### config.mk
export PLATFORM = sky130hd
export DESIGN_NAME = mig_truth_table_gen
export DESIGN_NICKNAME = d
export VERILOG_FILES = /design/src/rtl/mig_truth_table_gen_pkg.sv /design/src/rtl/mig_truth_table_gen_eval.sv /design/src/rtl/mig_truth_table_gen.sv
export SDC_FILE = /design/constraint.sdc
export NUM_CORES = 1
export LEC_CHECK = 0
export CAP_MARGIN = 15
export CELL_PAD_IN_SITES_DETAIL_PLACEMENT = 0
export CELL_PAD_IN_SITES_GLOBAL_PLACEMENT = 1
export CORE_AREA = 2 2 177 179
export CTS_BUF_LIST = sky130_fd_sc_hd__clkbuf_2
export DETAILED_ROUTE_END_ITERATION = 12
export DIE_AREA = 0 0 179 181
export PLACE_DENSITY_LB_ADDON = 0.1
export RECOVER_POWER = 50
export SETUP_SLACK_MARGIN = 0.05
export SLEW_MARGIN = 25
export SYNTH_ARGS = -nofsm -noshare
export SYNTH_HDL_FRONTEND = slang
export SYNTH_SLANG_ARGS = --single-unit
export TNS_END_PERCENT = 30
### constraint.sdc
create_clock -name clk -period 23.1 [get_ports clk]
set_input_delay 4.62 -clock clk [delete_from_list [all_inputs] [get_ports clk]]
set_output_delay 4.62 -clock clk [all_outputs]
set_load 0.01 [all_outputs]
### src/rtl/mig_truth_table_gen_pkg.sv
// ============================================================================
// mig_truth_table_gen_pkg : shared encodings and types for the MIG truth-table
// generator. Revision: 1.0
// ============================================================================
`default_nettype none

package mig_truth_table_gen_pkg;

  localparam int N_IN_DEFAULT    = 7;
  localparam int N_GATES_DEFAULT = 8;

  localparam int SEL_W  = 4;
  localparam int OP_W   = SEL_W + 1;
  localparam int GATE_W = 3 * OP_W;
  localparam int MT_W   = 7;

  localparam logic [SEL_W-1:0] SEL_CONST0 = 4'd0;
  localparam logic [SEL_W-1:0] SEL_X0     = 4'd1;
  localparam logic [SEL_W-1:0] SEL_W0     = 4'd8;

  typedef enum logic [1:0] {
    ST_IDLE = 2'd0,
    ST_EVAL = 2'd1,
    ST_EMIT = 2'd2,
    ST_DONE = 2'd3
  } state_t;

  function automatic logic maj3(input logic a, input logic b, input logic c);
    return (a & b) | (a & c) | (b & c);
  endfunction

endpackage

`default_nettype wire

### src/rtl/mig_truth_table_gen_eval.sv
// ============================================================================
// mig_eval : combinational evaluation of the whole gate program for one
// minterm, returning every gate output and the selected output node. Rev 1.0
// ============================================================================
`default_nettype none

module mig_eval
  import mig_truth_table_gen_pkg::*;
#(
  parameter int N_IN    = N_IN_DEFAULT,
  parameter int N_GATES = N_GATES_DEFAULT
) (
  input  logic [MT_W-1:0]           minterm,
  input  logic [N_GATES*GATE_W-1:0] prog,
  input  logic [OP_W-1:0]           out_sel,
  output logic [N_GATES-1:0]        w,
  output logic                      out_bit
);

  // Only gates below lim are visible; anything else reads as constant 0.
  function automatic logic operand(input logic [OP_W-1:0]    op,
                                   input logic [MT_W-1:0]    mt,
                                   input logic [N_GATES-1:0] wv,
                                   input int                 lim);
    int                 sel;
    logic               v;
    logic [MT_W-1:0]    xs;
    logic [N_GATES-1:0] ws;
    sel = int'(op[SEL_W-1:0]);
    v   = 1'b0;
    xs  = '0;
    ws  = '0;
    if (sel >= int'(SEL_W0)) begin
      if ((sel - int'(SEL_W0)) < lim) begin
        ws = wv >> (sel - int'(SEL_W0));
        v  = ws[0];
      end
    end else if ((sel >= int'(SEL_X0)) && ((sel - int'(SEL_X0)) < N_IN)) begin
      xs = mt >> (sel - int'(SEL_X0));
      v  = xs[0];
    end
    return v ^ op[OP_W-1];
  endfunction

  always_comb begin
    logic [N_GATES-1:0] wv;
    logic [GATE_W-1:0]  gw;
    logic               a;
    logic               b;
    logic               c;
    wv = '0;
    gw = '0;
    a  = 1'b0;
    b  = 1'b0;
    c  = 1'b0;
    for (int g = 0; g < N_GATES; g++) begin
      gw = GATE_W'(prog >> (g * GATE_W));
      a  = operand(gw[OP_W-1:0],        minterm, wv, g);
      b  = operand(gw[2*OP_W-1:OP_W],   minterm, wv, g);
      c  = operand(gw[3*OP_W-1:2*OP_W], minterm, wv, g);
      wv = wv | (N_GATES'(maj3(a, b, c)) << g);
    end
    w       = wv;
    out_bit = operand(out_sel, minterm, wv, N_GATES);
  end

endmodule

`default_nettype wire

### src/rtl/mig_truth_table_gen.sv
// ============================================================================
// mig_truth_table_gen : programmable majority-gate network that streams its
// 128-entry truth table as 32 hex nibbles, MSB first. Revision: 1.0
// ============================================================================
`default_nettype none

module mig_truth_table_gen
  import mig_truth_table_gen_pkg::*;
#(
  parameter int N_IN    = N_IN_DEFAULT,
  parameter int N_GATES = N_GATES_DEFAULT
) (
  input  logic              clk,
  input  logic              rst,
  input  logic              cfg_valid,
  output logic              cfg_ready,
  input  logic [2:0]        cfg_idx,
  input  logic [GATE_W-1:0] cfg_gate,
  input  logic              start,
  input  logic [OP_W-1:0]   out_sel,
  output logic              busy,
  output logic              done,
  output logic              tt_valid,
  input  logic              tt_ready,
  output logic [3:0]        tt_nibble,
  output logic              tt_last
);

  state_t                    r_state;
  logic [MT_W-1:0]           r_m;
  logic [OP_W-1:0]           r_out_sel;
  logic [3:0]                r_nib;
  logic                      r_cfg_ready;
  logic                      r_busy;
  logic                      r_done;
  logic                      r_tt_valid;
  logic                      r_tt_last;
  logic [N_GATES*GATE_W-1:0] w_prog;
  logic [N_GATES-1:0]        w_gates;
  logic                      w_out_bit;
  logic                      w_unused;

  generate
    for (genvar g = 0; g < N_GATES; g++) begin : g_mem
      logic [GATE_W-1:0] r_gate;
      always_ff @(posedge clk or posedge rst) begin
        if (rst) begin
          r_gate <= '0;
        end else if (cfg_valid && r_cfg_ready && (int'(cfg_idx) == g)) begin
          r_gate <= cfg_gate;
        end
      end
      assign w_prog[g*GATE_W +: GATE_W] = r_gate;
    end
  endgenerate

  mig_eval #(
    .N_IN    (N_IN),
    .N_GATES (N_GATES)
  ) u_eval (
    .minterm (r_m),
    .prog    (w_prog),
    .out_sel (r_out_sel),
    .w       (w_gates),
    .out_bit (w_out_bit)
  );

  // Individual gate outputs are available for inspection but not streamed.
  assign w_unused = ^w_gates;

  always_ff @(posedge clk or posedge rst) begin
    if (rst) begin
      r_state     <= ST_IDLE;
      r_m         <= '0;
      r_out_sel   <= '0;
      r_nib       <= '0;
      r_cfg_ready <= 1'b1;
      r_busy      <= 1'b0;
      r_done      <= 1'b0;
      r_tt_valid  <= 1'b0;
      r_tt_last   <= 1'b0;
    end else begin
      case (r_state)
        ST_IDLE: begin
          if (start) begin
            r_state     <= ST_EVAL;
            r_m         <= 7'h7f;
            r_out_sel   <= out_sel;
            r_cfg_ready <= 1'b0;
            r_busy      <= 1'b1;
          end
        end
        ST_EVAL: begin
          r_nib <= {r_nib[2:0], w_out_bit};
          r_m   <= r_m - 7'd1;
          // Group of four ends on a minterm that is a multiple of four.
          if (r_m[1:0] == 2'b00) begin
            r_state    <= ST_EMIT;
            r_tt_valid <= 1'b1;
            r_tt_last  <= (r_m == 7'd0);
          end
        end
        ST_EMIT: begin
          if (tt_ready) begin
            r_tt_valid <= 1'b0;
            r_tt_last  <= 1'b0;
            r_done     <= r_tt_last;
            r_state    <= r_tt_last ? ST_DONE : ST_EVAL;
          end
        end
        ST_DONE: begin
          r_done      <= 1'b0;
          r_busy      <= 1'b0;
          r_cfg_ready <= 1'b1;
          r_state     <= ST_IDLE;
        end
        default: begin
          r_state <= ST_IDLE;
        end
      endcase
    end
  end

  assign cfg_ready = r_cfg_ready;
  assign busy      = r_busy;
  assign done      = r_done;
  assign tt_valid  = r_tt_valid;
  assign tt_nibble = r_nib;
  assign tt_last   = r_tt_last;

endmodule

`default_nettype wire
==> results of run 1 <==
[placed cells by master, fill, tap and decap left out, types with 19 or more instances in the layout]
cell | Yosys | layout
clkdlybuf4s50_1 | 0 | 31
o21ai_0 | 84 | 84
nor3_1 | 23 | 23
clkbuf_2 | 0 | 19
ha_1 | 57 | 57
mux2_2 | 82 | 82
a31oi_1 | 25 | 25
dfrtp_1 | 142 | 142
nor2_1 | 88 | 88
mux2i_1 | 36 | 36
inv_1 | 66 | 65
nand2_1 | 118 | 118
a21oi_1 | 51 | 50
a211oi_1 | 30 | 30
mux4_2 | 26 | 26
[state kept, by name, indices dropped and copies added, names as in the netlist]
signal	cells
tt_last	1
cfg_ready	1
r_state	2
r_m	7
tt_valid	1
done	1
r_out_sel	5
busy	1
g_mem.r_gate	120
tt_nibble	4
[through the flow]
stage | cells | util (%) | instance area (sq um) | hold slack (ns) | setup WS, ns
after floorplan | 1138 | - | 10600 | 0.487 | 14.64
after detailed placement | 1529 | 37.5 | 11400 | 0.469 | 14.12
final | 1563 | 38.1 | 11600 | 0.520 | 14.06
after global routing | 1563 | 38.1 | 11600 | 0.563 | 13.42
after CTS | 1561 | 38.3 | 11600 | 0.526 | 14.06
after global placement | 1529 | 37.5 | 11400 | 0.468 | 14.35
[synth_stat cells (all sizes together), types with 6 or more instances]
library cell  instances  share of area [%]
buf                  10               0.53
mux2                 82                8.7
nand3                18               0.85
nor2b                10               0.59
nand3b                6               0.43
nor3                 23                1.1
or2                  11               0.65
nand4                 6               0.47
nand2               118                4.2
clkbuf               50                1.8
ha                   57                6.7
a211oi               32                2.4
a31oi                25                1.5
nor2                 90                3.2
xnor2                 6               0.50
a22oi                13               0.97
o31ai                16                1.1
nor3b                 9               0.64
mux2i                36                3.4
a21o                  7               0.50
mux4                 26                5.5
o211ai               13                1.0
dfrtp               142                 34
nand2b               10               0.59
o2111ai               7               0.58
a21oi                52                2.5
and3                  6               0.35
or3                   6               0.35
o211a                 6               0.57
o21ai                85                4.0
inv                  66                2.3
o22ai                 6               0.41
[kinds of logic after synthesis]
family | share of synthesized area (%)
simple gates | 15.5
compound gates | 20.3
mux | 17.7
flops | 33.8
buf+inv | 4.68
fa+ha+maj | 7.11
xor+xnor | 0.910
[final cells by class]
| type | count | area [sq um] |
|---|---|---|
| Tap cell | 396 | 495 |
| Sequential cell | 143 | 3580 |
| Multi-Input combinational cell | 868 | 6520 |
| Clock inverter | 13 | 161 |
| Inverter | 67 | 253 |
| Fill cell | 3066 | 18800 |
| Timing Repair Buffer | 55 | 469 |
| Clock buffer | 19 | 95.1 |
| Antenna cell | 2 | 5.00 |
[path summary, 6_finish.rpt]
path / to / slack [ns]
min in group asynchronous: g_mem[6].r_gate[2]$_DFFE_PP0P_ / 4.84
max: tt_nibble[0]$_DFFE_PP0P_ / 14.06
max reg2reg: tt_nibble[0]$_DFFE_PP0P_ / 14.06
max in group asynchronous: g_mem[5].r_gate[0]$_DFFE_PP0P_ / 14.69
min reg2reg: done$_DFFE_PP0P_ / 0.52
min: done$_DFFE_PP0P_ / 0.52
[metal layers]
| layer | wire length (microns) | track usage [%] | part of all wire, % |
|---|---|---|---|
| met1 | 16300 | 30.6 | 48 |
| met2 | 15700 | 34.6 | 47 |
| met3 | 1240 | 3.28 | 3.7 |
| met4 | 476 | 4.68 | 1.4 |
| met5 | 0 | 0 | 0 |
==> results.txt, run 1 <==
----------------------------------------------------
[Status]
  Status ... finished, violations left
  Violated checks ... capacitance limit, slew limit

[CTS]
  Source-to-sink clock delay at the later pin of the worst-skew pair ... 0.78 ns
  Clock slew at reported path FFs ... 0.24 ns
  Deepest level of the CTS H-tree ... 4
  CTS resizes ... 0
  Setup bufs post-CTS ... 0
  Number of clock sinks ... 143
  CTS Hold Buffers Added ... 0
  Clock tree from TritonCTS ... done
  Root buffer cell ... clkbuf_2
  TritonCTS Buffers ... 17
  Clock tree buffer depth ... 2

[Min path]
  Class of the tightest hold or removal check ... register to register
  Hold wc startpoint ... done$_DFFE_PP0P_
  Worst hold path cell count ... 1

[Timing]
  Period utilisation layout ... 39.1%
  Final clock skew ... 0.0430 ns
  Number of max-slew violations in the final report ... 148
  Final critical-path required period ... 9.04 ns
  Highest achievable clock rate ... 111 MHz
  Number of endpoints failing setup at the final stage ... 0
  Final hold viol count ... 0
  Measured slew at the worst slew-check pin ... 2.93 ns
  Unrepaired setup endpoints after global routing ... no
  Max transition margin ... -95.2%
  Setup TNS Final ... 0 ns

[Die]
  Initial standard-cell utilization of the core ... 34.9%
  Top-level port count ... 37
  Placeable Area ... 30,300 sq um
  Die ar. ... 32,400 sq um
  Num rows ... 64
  Die Ht ... 181 microns
  Die X-Extent ... 179 microns

[Critical path]
  Library cell contributing the largest single delay on the critical path ... maj3_2
  Kind of cell adding the most delay to the critical path ... compound AO/OA/AOI/OAI gates
  Startpoint type of the worst setup path ... register
  Critical path depth in cells ... 28
  Critical Path Fanout Max ... 23
  Setup crit end kind ... register
  Worst Path Required ... 23.75 ns
  Critical path class ... register to register
  Startpoint of the most critical setup path ... g_mem[0].r_gate[5]$_DFFE_PP0P_
  Critical Path Max Stage Delay ... 0.66 ns
  Crit path DAT ... 9.69 ns
  Critical path buffer and inverter count ... 1
  Worst R2R Start ... g_mem[0].r_gate[5]$_DFFE_PP0P_
  Register-to-Register Path Depth ... 28

[Global route]
  Largest net degree at the start of global routing ... 50
  Wire length of the first global-routing pass ... 52,300 microns
  Antenna violations before repair ... 3
  Number of global-route vias before repair ... 8,572
  Overall routing resource usage ... 21.6%
  GRT Residual Overflow ... 0

[Detailed routing]
  First-pass DRT Iterations ... 7
  Vias per inst ... 5.62
  Detailed-route via count ... 8,787
  Routed wire length ... 33,600 microns
  Count of unresolved DRC violations after routing ... 0
  Initial drt markers ... 587
  Remaining number of nets flagged by the antenna check after routing ... 0
  Routed WL per cell ... 21.5 microns

[Placement]
  HPWL after detailed placement ... 23,100 microns
  Routability Congestion ... 0.767
  Port buffer count ... 36

[Logic synthesis]
  Fraction of the yosys area taken by sequential cells ... 33.8%
  Avg Inst Size Synth ... 9.30 sq um
  Flip-flop and latch count after synthesis ... 143
  Count of flip-flops with a built-in enable after synthesis ... 0
  Yosys cell types ... 86
  Async set or reset register ratio after synthesis ... 100%
  Net count after synthesis ... 1,223
  Most used DFF post-synth ... dfrtp_1
  Mapped Area ... 10,600 sq um
  Mapped Cells ... 1,138
  Number of warnings printed during yosys synthesis ... 0

[Layout]
  Growth of design area from synthesis to finish ... 9.39%
  Final layout net count ... 1,237
  Ratio of cells with drive above 1 in the final layout ... 16.2%

[Run]
  Max Cap Violations ... 3

----------------------------------------------------
Power of run 1 is not shown: default switching activity piles up to over one toggle a cycle in this logic, so the estimate is an artifact.
==> run 2, diff against run 1 <==
- clock period: 23.1 -> 9.5 ns (I/O delays scaled with it)
==> results.txt, run 2 (synthesized netlist as in run 1, its figures left out) <==
----------------------------------------------------
[Status]
  Status ... finished, violations left
  Violated checks ... capacitance limit, slew limit

[Die]
  Placeable Area ... 30,300 sq um (unchanged)
  Die Ht ... 181 microns (unchanged)
  Initial standard-cell utilization of the core ... 34.9% (unchanged)
  Die ar. ... 32,400 sq um (unchanged)
  Num rows ... 64 (unchanged)
  Die X-Extent ... 179 microns (unchanged)
  Top-level port count ... 37 (unchanged)

[Timing]
  Max transition margin ... -204% (-110 points)
  Unrepaired setup endpoints after global routing ... no
  Final hold viol count ... 0 (unchanged)
  Final clock skew ... 0.0368 ns (-0.00616 ns)
  Final critical-path required period ... 8.75 ns (-0.289 ns)
  Setup TNS Final ... 0 ns (unchanged)
  Measured slew at the worst slew-check pin ... 4.53 ns (+1.60 ns)
  Number of endpoints failing setup at the final stage ... 0 (unchanged)
  Number of max-slew violations in the final report ... 109 (-26%)
  Highest achievable clock rate ... 114 MHz (+3.3%)
  Period utilisation layout ... 92.1% (+53 points)

[Layout]
  Growth of design area from synthesis to finish ... 9.79%
  Filler Cell Count ... 3,086 (+0.65%)
  Largest registers in the final layout ... g_mem.r_gate x120, r_m x7, r_out_sel x5
  Area used by sequential logic in the layout ... 3580 sq um (unchanged)
  Final layout net count ... 1,238 (+0.081%)
  Commonest non-fill, non-tap cells in the layout ... 142 x dfrtp_1, 118 x nand2_1, 88 x nor2_1
  Most flops, register ... g_mem.r_gate
  Multi-input logic area ... 6510 sq um (about the same)
  Ratio of cells with drive above 1 in the final layout ... 16.4% (+0.16 points)
  Commonest non-fill, non-tap cell in the layout ... dfrtp_1
  Number of flip-flops in the largest register ... 120 (unchanged)

[CTS]
  Source-to-sink clock delay at the later pin of the worst-skew pair ... 0.78 ns (about the same)
  Clock tree from TritonCTS ... done
  Deepest level of the CTS H-tree ... 4 (unchanged)
  Number of clock sinks ... 143 (unchanged)
  Root buffer cell ... clkbuf_2
  TritonCTS Buffers ... 17 (unchanged)
  Clock slew at reported path FFs ... 0.26 ns (+0.02 ns)
  Clock tree buffer depth ... 2 (unchanged)

[Critical path]
  R2R setup slack ... 0.75 ns (-13.31 ns)
  Critical Path Fanout Max ... 23 (unchanged)
  Reg-to-reg endpoint ... tt_nibble[0]$_DFFE_PP0P_
  Setup crit end kind ... register
  Critical path class ... register to register
  Register-to-Register Path Depth ... 28 (unchanged)
  Most used cell, CP ... maj3_4
  Library cell contributing the largest single delay on the critical path ... dfrtp_1
  Worst R2R Start ... g_mem[0].r_gate[5]$_DFFE_PP0P_
  Worst Path Required ... 10.16 ns (-13.59 ns)
  Startpoint of the most critical setup path ... g_mem[0].r_gate[5]$_DFFE_PP0P_
  Crit path DAT ... 9.41 ns (-0.28 ns)
  Startpoint type of the worst setup path ... register
  Critical Path Max Stage Delay ... 0.53 ns (-0.13 ns)

[Detailed routing]
  Remaining number of nets flagged by the antenna check after routing ... 0 (unchanged)
  First-pass DRT Iterations ... 7 (unchanged)
  Vias per inst ... 5.66 (+0.59%)
  Count of unresolved DRC violations after routing ... 0 (unchanged)
  Routed WL per cell ... 21.2 microns (-1.4%)
  Routed wire length ... 33,100 microns (-1.4%)
  Initial drt markers ... 565 (-3.7%)
  Detailed-route via count ... 8,839 (+0.59%)

[Global route]
  Largest net degree at the start of global routing ... 92 (+84%)
  Overall routing resource usage ... 21.3% (-0.24 points)
  Wire length of the first global-routing pass ... 52,100 microns (-0.32%)
  GRT Residual Overflow ... 0 (unchanged)
  Antenna violations before repair ... 2 (-1)
  Number of global-route vias before repair ... 8,708 (+1.6%)

[Placement]
  Routability Congestion ... 0.830 (+8.1%)
  Port buffer count ... 36 (unchanged)
  HPWL after detailed placement ... 22,800 microns (-1.3%)

[Min path]
  Worst hold path endpoint ... busy$_DFFE_PP0P_
  Hold wc startpoint ... busy$_DFFE_PP0P_
  Worst hold path cell count ... 1 (unchanged)
  Class of the tightest hold or removal check ... register to register

[Run]
  Max Cap Violations ... 2 (-1)

----------------------------------------------------
==> run 2: changes by cell type in the layout (fill, tap and decap cells not counted), moves of 2 or more <==
cell | previous run | this run
clkinvlp_4 | 3 | 1
clkinv_2 | 2 | 0
buf_4 | 10 | 12
inv_6 | 2 | 5
==> run 2: how the worst max path moves through the flow <==
stage                               endpoint  slack [ns]  depth (start not counted)
finish              tt_nibble[0]$_DFFE_PP0P_        0.75                         28
global route        tt_nibble[0]$_DFFE_PP0P_        0.12                         28
CTS                 tt_nibble[0]$_DFFE_PP0P_        0.45                         28
detailed placement  tt_nibble[0]$_DFFE_PP0P_        0.53                         28
global placement    tt_nibble[0]$_DFFE_PP0P_        0.82                         28
floorplan           tt_nibble[0]$_DFFE_PP0P_        2.05                         29
==> run 2: final cells by class <==
| type | instances | share of cell area (%) |
|---|---|---|
| Sequential cell | 143 | 30.8 |
| Antenna cell | 1 | 0.0215 |
| Timing Repair Buffer | 56 | 4.14 |
| Tap cell | 396 | 4.26 |
| Clock buffer | 18 | 0.775 |
| Inverter | 67 | 2.18 |
| Clock inverter | 14 | 1.76 |
| Multi-Input combinational cell | 868 | 56.1 |
==> run 2: layer usage <==
layer | up-vias | global-route usage, % | routed length (microns)
met3 | 27 | 3.45 | 1080
met1 | 4420 | 28.7 | 15600
met4 | 0 | 5.14 | 525
li1 | 4233 | - | -
met5 | - | 0 | 0
met2 | 159 | 35.6 | 15900
==> run 2: critical path, delay by kind of cell, from the launching register on <==
family | cells | cell delay (ns)
muxes | 2 | 0.38
buffers and inverters | 1 | 0.10
AOI/OAI and AO/OA | 13 | 3.56
adders and majority gates | 4 | 1.58
and+or+nand+nor | 8 | 2.48
DFF | 1 | 0.53
==> run 2: repair_timing <==
item | in CTS | in global routing
endpoints found under the setup margin | 0 | 1
resized for setup | 0 | 2
endpoints found under the hold margin | 0 | 0
hold buffers | 0 | 0
setup buffers | 0 | 0
==> run 2: metrics by stage <==
stage | util, % | cell area (sq um) | hold WS (ns) | instances | setup WS, ns
4_1_cts | 38.4 | 11700 | 0.529 | 1562 | 0.445
2_1_floorplan | - | 10600 | 0.487 | 1138 | 2.05
5_1_grt | 38.3 | 11600 | 0.563 | 1563 | 0.125
3_3_place_gp | 37.5 | 11400 | 0.470 | 1530 | 0.825
3_5_place_dp | 37.5 | 11400 | 0.471 | 1530 | 0.530
6_report | 38.3 | 11600 | 0.529 | 1563 | 0.753
Power of run 2 is left out for the same reason.
==> run 3, diff against run 2 <==
- SKIP_CTS_REPAIR_TIMING: not set -> 1
==> results of run 3 <==
No change in the layout: final DEF, timing and power equal those of run 2.
Power of run 3 is left out for the same reason.
